$ cat src/rtl/shared_net_arbiter_pkg.sv
// Shared types and width helpers for the shared-net round-robin arbiter.
package shared_net_arbiter_pkg;

  typedef enum logic [1:0] {
    IDLE = 2'd0,
    OWN  = 2'd1,
    TURN = 2'd2
  } arb_state_e;

  // Index/counter width that stays at least one bit for degenerate sizes.
  function automatic int idx_w(input int n);
    return (n <= 1) ? 1 : $clog2(n);
  endfunction

endpackage

$ cat src/rtl/shared_net_arbiter_if.sv
// Request/grant bundle between the requesters and the shared-net arbiter.
interface shared_net_arbiter_if #(
  parameter int N_REQ = 4
);
  import shared_net_arbiter_pkg::*;

  localparam int IW = idx_w(N_REQ);

  logic [N_REQ-1:0] req;
  logic [N_REQ-1:0] rel;
  logic [N_REQ-1:0] drv_en;
  logic             owner_vld;
  logic [IW-1:0]    owner_id;
  logic             turn;
  logic             timeout;

  modport master (
    input  req,
    input  rel,
    output drv_en,
    output owner_vld,
    output owner_id,
    output turn,
    output timeout
  );

  modport slave (
    output req,
    output rel,
    input  drv_en,
    input  owner_vld,
    input  owner_id,
    input  turn,
    input  timeout
  );

endinterface

$ cat src/rtl/shared_net_arbiter_rr_pick.sv
// Combinational round-robin picker: first set request at or above ptr, with wrap.
module shared_net_arbiter_rr_pick
  import shared_net_arbiter_pkg::*;
#(
  parameter int N_REQ = 4,
  localparam int IW = idx_w(N_REQ)
) (
  input  logic [N_REQ-1:0] req_i,
  input  logic [IW-1:0]    ptr_i,
  output logic             any_o,
  output logic [IW-1:0]    idx_o
);

  logic [2*N_REQ-1:0] dbl;
  logic [N_REQ-1:0]   rot;
  logic [IW-1:0]      off;
  logic               found;
  logic [IW:0]        sum;

  // Rotating the doubled vector puts ptr at bit 0, so lowest set bit wins.
  assign dbl = {req_i, req_i};
  assign rot = N_REQ'(dbl >> ptr_i);
  assign any_o = |req_i;

  always_comb begin
    off   = '0;
    found = 1'b0;
    for (int k = 0; k < N_REQ; k++) begin
      if (!found && rot[k]) begin
        found = 1'b1;
        off   = IW'(k);
      end
    end
  end

  always_comb begin
    sum = {1'b0, ptr_i} + {1'b0, off};
    if (sum >= (IW+1)'(N_REQ)) begin
      idx_o = IW'(sum - (IW+1)'(N_REQ));
    end else begin
      idx_o = IW'(sum);
    end
  end

endmodule

$ cat src/rtl/shared_net_arbiter.sv
// Round-robin owner arbiter for one shared tri-state/wired net, with hold limit
// and an all-released turnaround gap between owners.
module shared_net_arbiter
  import shared_net_arbiter_pkg::*;
#(
  parameter int N_REQ    = 4,
  parameter int MAX_HOLD = 8,
  parameter int TURN_CYC = 1
) (
  input  logic                 clk,
  input  logic                 rst_n,
  shared_net_arbiter_if.master arb_if
);

  localparam int IW = idx_w(N_REQ);
  localparam int HW = idx_w(MAX_HOLD);
  localparam int TW = idx_w(TURN_CYC);
  localparam logic [HW-1:0] HOLD_LAST = HW'((MAX_HOLD > 0) ? MAX_HOLD - 1 : 0);
  localparam logic [TW-1:0] TURN_LAST = TW'((TURN_CYC > 0) ? TURN_CYC - 1 : 0);

  arb_state_e       state_q;
  logic [N_REQ-1:0] drv_en_q;
  logic             owner_vld_q;
  logic [IW-1:0]    owner_id_q;
  logic             turn_q;
  logic             timeout_q;
  logic [IW-1:0]    rr_ptr_q;
  logic [HW-1:0]    hold_cnt_q;
  logic [TW-1:0]    turn_cnt_q;

  logic [IW-1:0]    next_ptr;
  logic [IW-1:0]    pick_ptr;
  logic             pick_any;
  logic [IW-1:0]    pick_idx;
  logic [N_REQ-1:0] grant_oh;
  logic             own_req;
  logic             own_rel;
  logic             hit_limit;
  logic             own_exit;
  logic [HW-1:0]    hold_inc;
  logic [TW-1:0]    turn_inc;

  assign next_ptr = (owner_id_q == IW'(N_REQ - 1)) ? '0 : owner_id_q + 1'b1;

  // Back-to-back handover searches past the outgoing owner on the same edge.
  assign pick_ptr = (state_q == OWN) ? next_ptr : rr_ptr_q;

  shared_net_arbiter_rr_pick #(
    .N_REQ(N_REQ)
  ) u_rr_pick (
    .req_i (arb_if.req),
    .ptr_i (pick_ptr),
    .any_o (pick_any),
    .idx_o (pick_idx)
  );

  for (genvar gi = 0; gi < N_REQ; gi++) begin : g_grant
    assign grant_oh[gi] = (pick_idx == IW'(gi));
  end

  assign own_req   = arb_if.req[owner_id_q];
  assign own_rel   = arb_if.rel[owner_id_q];
  assign hit_limit = (MAX_HOLD != 0) && (hold_cnt_q == HOLD_LAST);
  assign own_exit  = !own_req || own_rel || hit_limit;
  assign hold_inc  = (hold_cnt_q == {HW{1'b1}}) ? hold_cnt_q : hold_cnt_q + 1'b1;
  assign turn_inc  = (turn_cnt_q == {TW{1'b1}}) ? turn_cnt_q : turn_cnt_q + 1'b1;

  always_ff @(posedge clk) begin
    if (!rst_n) begin
      state_q     <= IDLE;
      drv_en_q    <= '0;
      owner_vld_q <= 1'b0;
      owner_id_q  <= '0;
      turn_q      <= 1'b0;
      timeout_q   <= 1'b0;
      rr_ptr_q    <= '0;
      hold_cnt_q  <= '0;
      turn_cnt_q  <= '0;
    end else begin
      timeout_q <= 1'b0;
      unique case (state_q)
        IDLE: begin
          turn_q <= 1'b0;
          if (pick_any) begin
            state_q     <= OWN;
            drv_en_q    <= grant_oh;
            owner_vld_q <= 1'b1;
            owner_id_q  <= pick_idx;
            hold_cnt_q  <= '0;
          end
        end

        OWN: begin
          if (own_exit) begin
            // A request drop or release wins over a coincident hold-limit hit.
            timeout_q <= hit_limit && own_req && !own_rel;
            rr_ptr_q  <= next_ptr;
            if (TURN_CYC > 0) begin
              state_q     <= TURN;
              drv_en_q    <= '0;
              owner_vld_q <= 1'b0;
              turn_q      <= 1'b1;
              turn_cnt_q  <= '0;
            end else if (pick_any) begin
              state_q     <= OWN;
              drv_en_q    <= grant_oh;
              owner_vld_q <= 1'b1;
              owner_id_q  <= pick_idx;
              hold_cnt_q  <= '0;
            end else begin
              state_q     <= IDLE;
              drv_en_q    <= '0;
              owner_vld_q <= 1'b0;
            end
          end else begin
            hold_cnt_q <= hold_inc;
          end
        end

        TURN: begin
          if (turn_cnt_q == TURN_LAST) begin
            turn_q <= 1'b0;
            if (pick_any) begin
              state_q     <= OWN;
              drv_en_q    <= grant_oh;
              owner_vld_q <= 1'b1;
              owner_id_q  <= pick_idx;
              hold_cnt_q  <= '0;
            end else begin
              state_q <= IDLE;
            end
          end else begin
            turn_cnt_q <= turn_inc;
          end
        end

        default: begin
          state_q     <= IDLE;
          drv_en_q    <= '0;
          owner_vld_q <= 1'b0;
          turn_q      <= 1'b0;
        end
      endcase
    end
  end

  assign arb_if.drv_en    = drv_en_q;
  assign arb_if.owner_vld = owner_vld_q;
  assign arb_if.owner_id  = owner_id_q;
  assign arb_if.turn      = turn_q;
  assign arb_if.timeout   = timeout_q;

endmodule

$ cat src/flat_wrapper.sv
// flat-port wrapper written by rule: the top's interface ports become plain ports
module shared_net_arbiter_flat import shared_net_arbiter_pkg::*;
#(
  parameter int N_REQ    = 4,
  parameter int MAX_HOLD = 8,
  parameter int TURN_CYC = 1
)
  (clk, rst_n, arb_if_req, arb_if_rel, arb_if_drv_en, arb_if_owner_vld, arb_if_owner_id, arb_if_turn, arb_if_timeout);
  shared_net_arbiter_if #(.N_REQ(N_REQ)) arb_if_i ();
  input  logic clk;
  input  logic rst_n;
  input wire logic [$bits(arb_if_i.req)-1:0] arb_if_req;
  input wire logic [$bits(arb_if_i.rel)-1:0] arb_if_rel;
  output wire logic [$bits(arb_if_i.drv_en)-1:0] arb_if_drv_en;
  output wire logic [$bits(arb_if_i.owner_vld)-1:0] arb_if_owner_vld;
  output wire logic [$bits(arb_if_i.owner_id)-1:0] arb_if_owner_id;
  output wire logic [$bits(arb_if_i.turn)-1:0] arb_if_turn;
  output wire logic [$bits(arb_if_i.timeout)-1:0] arb_if_timeout;
  assign arb_if_i.req = arb_if_req;
  assign arb_if_i.rel = arb_if_rel;
  assign arb_if_drv_en = arb_if_i.drv_en;
  assign arb_if_owner_vld = arb_if_i.owner_vld;
  assign arb_if_owner_id = arb_if_i.owner_id;
  assign arb_if_turn = arb_if_i.turn;
  assign arb_if_timeout = arb_if_i.timeout;
  shared_net_arbiter #(.N_REQ(N_REQ), .MAX_HOLD(MAX_HOLD), .TURN_CYC(TURN_CYC)) u_core (.clk(clk), .rst_n(rst_n), .arb_if(arb_if_i));
endmodule
$ cat config.mk
export PLATFORM = sky130hd
export DESIGN_NAME = shared_net_arbiter_flat
export DESIGN_NICKNAME = d
export VERILOG_FILES = /design/src/rtl/shared_net_arbiter_pkg.sv /design/src/rtl/shared_net_arbiter_if.sv /design/src/rtl/shared_net_arbiter_rr_pick.sv /design/src/rtl/shared_net_arbiter.sv /design/src/flat_wrapper.sv
export SDC_FILE = /design/constraint.sdc
export NUM_CORES = 1
export LEC_CHECK = 0
export CORE_ASPECT_RATIO = 0.9
export CORE_UTILIZATION = 36
export DETAILED_ROUTE_END_ITERATION = 10
export PLACE_DENSITY_LB_ADDON = 0.05
export SLEW_MARGIN = 10
export SYNTH_ARGS = -nofsm -noshare
export SYNTH_HDL_FRONTEND = slang
export SYNTH_SLANG_ARGS = --single-unit
$ cat constraint.sdc
create_clock -name clk -period 6.94 [get_ports clk]
set_input_delay 1.041 -clock clk [delete_from_list [all_inputs] [get_ports clk]]
set_output_delay 1.041 -clock clk [all_outputs]
set_load 0.01 [all_outputs]
==> results.yml <==
worst_setup_path:
  worstPathArrival_ns: 3.78
  cpPeakStageDelay_ns: 0.58
  required_ns: 7.17
  crit_chain: "clkdlybuf4s50_1 -> nand2_1 -> o21ai_0 -> nor2b_1 -> o21bai_1 -> a22oi_1 -> ha_1 -> nor2b_1 -> nand4_1 -> or4b_1 -> o41a_1 -> o211ai_2"
  crit_buf_inv: 1
  start_kind: "input port"
  crit_fanout: 7
  endpoint_kind: "flip-flop"
  worst_path_max_delay_cell: "clkdlybuf4s50_1"
  critPathKind: "in -> reg"
  critPathTopFamily: "simple AND/OR/NAND/NOR gates"
  crit_path_frequent_cell: "nor2b_1"
yosys:
  synth_area_leaders: "dfxtp_1 30%, nor2b_1 6.5%, ha_1 4.7%"
  ys_async_sr_fraction: 0
  synth_top_area_frac: 0.303
  ys_ff_latch: 16
  synth_fp_nets: 131
  synth_edf_count: 0
  syn_inst: 117
  yosysWarningCount: 0
  synth_ff_type: "dfxtp_1"
  syn_area_um2: 1060
  syn_avg_cell_area_um2: 9.04
  yosysUniqueCellTypes: 46
  ys_seq_area_frac: 0.303
  yosysTopAreaCell: "dfxtp_1"
floorplan:
  fp.dieArea_um2: 3160
  boundaryPins: 19
  fp.dieH_um: 53.4
  core_region_area_um2: 2770
  initial_utilization: 0.382
  num_rows: 18
  die_x_um: 59.1
clocking:
  cts_setup_buffers: 0
  root_buffer: "clkbuf_4"
  clockBufferDepth: 2
  cts.sinks: 16
  cts_resized: 0
  postCtsHoldBufs: 0
  cts_inserted_buffers: 3
  htreeDepth: 1
  path_clk_slew_ns: 0.10
  cts_tree: "done"
  clock_latency_ns: 0.29
power_and_ir_drop:
  powerDensity_nw_per_um2: 247
  pwr-share-comb: 0.437
  ir_drop_mv: 0.132
  power.switching_uw: 116
  internal_power_uw: 205
  netSwitchingFraction: 0.361
  p_seq_frac: 0.369
  p_clk_frac: 0.194
  p_leak_nw: 0.473
timing:
  finalWorstSetupSlack_ns: 3.39
  worst_slew_margin_rel: 0.591
  timing.final.max_slew_violations: 0
  fin_skew_ns: 0.00407
  rsz0062_at_grt: "no"
  min_period_ns: 3.55
  final.setup.tns_ns: 0
  whs_ns: 0.469
  fmax_mhz: 282
  setup_viol: 0
  hold_viol: 0
  tightestPinTransition_ns: 0.612
  period_share: 0.512
global_routing:
  grt_pass1_vias: 828
  grt_max_degree: 17
  overflow: 0
  antenna_found_initial: 0
  grt.total_usage: 0.166
  grt_pass1_wl_um: 3840
cells_and_area:
  drive_above_1_share: 0.111
  syn2layout_area_growth_pct: 22.8
  final_cell_mix: "18 x clkdlybuf4s50_1, 16 x dfxtp_1, 11 x nor2b_1, 11 x nand2_1, 10 x nor2_1"
  final_common_cell: "clkdlybuf4s50_1"
  n_fill_cell: 297
  antenna_cells: 0
  nets: 150
hold_path:
  hold_path.class: "reg -> reg"
detailed_routing:
  drtPass1Iterations: 4
  drt-initial-drc-count: 21
  vias_per_cell: 5.27
  antenna_left: 0
  drc: 0
  dr_total_vias: 923
  wl_per_cell_um: 13.5
  wl_um: 2370
place:
  hpwl_um: 1820
  preCtsSetupSlack_ns: 3.12
  gp_routability_congestion: 0.786
  port_buffers: 18
flow_run:
  maxCapViolCount: 0
run_status:
  status: "finished clean"
## layer usage
| layer | wire length [um] | track usage | vias to the layer above |
|---|---|---|---|
| met2 | 1010 | 0.246 | 18 |
| li1 | - | - | 474 |
| met4 | 10 | 0.0357 | 0 |
| met5 | 0 | 0 | - |
| met3 | 92 | 0.0367 | 2 |
| met1 | 1250 | 0.241 | 429 |
## kinds of logic after synthesis
family	share of synthesized area
multiplexers	0.108
AO/OA/AOI/OAI	0.213
adder cells (fa/ha/maj)	0.0473
AND/OR/NAND/NOR	0.295
flip-flops	0.303
buffers and inverters	0.0343
## layout make-up
cell class                      count  area [um^2]  share of cell area
Inverter                            3         11.3             0.00867
Tap cell                           40         50.0              0.0385
Multi-Input combinational cell     94          701               0.539
Sequential cell                    16          320               0.247
Clock buffer                        4         36.3              0.0279
Timing Repair Buffer               18          180               0.139
## sequential cells by signal (all words and copies together) (netlist names)
signal                   count
u_core.arb_if.drv_en         4
u_core.arb_if.owner_id       2
u_core.arb_if.owner_vld      1
u_core.arb_if.timeout        1
u_core.arb_if.turn           1
u_core.hold_cnt_q            3
u_core.rr_ptr_q              2
u_core.state_q               2
## tightest hold or removal path, cell delays in order, from the launching register on
cell and delay [ns]:
dfxtp_1 0.32, nand2_1 0.05, o31ai_1 0.06
## final timing paths
path                                start                      end  slack (ns)  cells past startpoint
hold reg to reg   u_core.arb_if.drv_en[3]  u_core.arb_if.drv_en[3]        0.47                      2
setup / recovery            arb_if_req[3]  u_core.arb_if.drv_en[0]        3.39                     12
setup reg to reg        u_core.state_q[0]  u_core.arb_if.drv_en[0]        3.69                     11
hold / removal    u_core.arb_if.drv_en[3]  u_core.arb_if.drv_en[3]        0.47                      2
## cell usage after synthesis (3+ instances only)
cell type	n
o31ai_1	4
nand4_1	3
a21boi_0	3
nor2_1	10
o21ai_0	3
ha_1	4
nand3_1	3
nand2_1	11
dfxtp_1	16
mux2i_1	4
nand2b_1	4
nor2b_1	11
## per-stage QoR
stage | util | cell area (um^2) | total power [mW] | cells
after detailed placement | 0.456 | 1260 | 0.261 | 171
after floorplan | - | 1060 | 0.215 | 117
after global placement | 0.456 | 1260 | 0.261 | 171
after CTS | 0.469 | 1300 | 0.326 | 175
final | 0.469 | 1300 | 0.321 | 175
after global routing | 0.469 | 1300 | 0.346 | 175
## power groups by stage
stage / sequential [mW] / combinational [mW] / clock (mW)
final: 0.119 / 0.140 / 0.0622
after global routing: 0.121 / 0.154 / 0.0708
after CTS: 0.119 / 0.141 / 0.0658
after detailed placement: 0.121 / 0.140 / 0
after global placement: 0.121 / 0.139 / 0
after floorplan: 0.123 / 0.0919 / 0
Power figures use the tool's default switching activity.
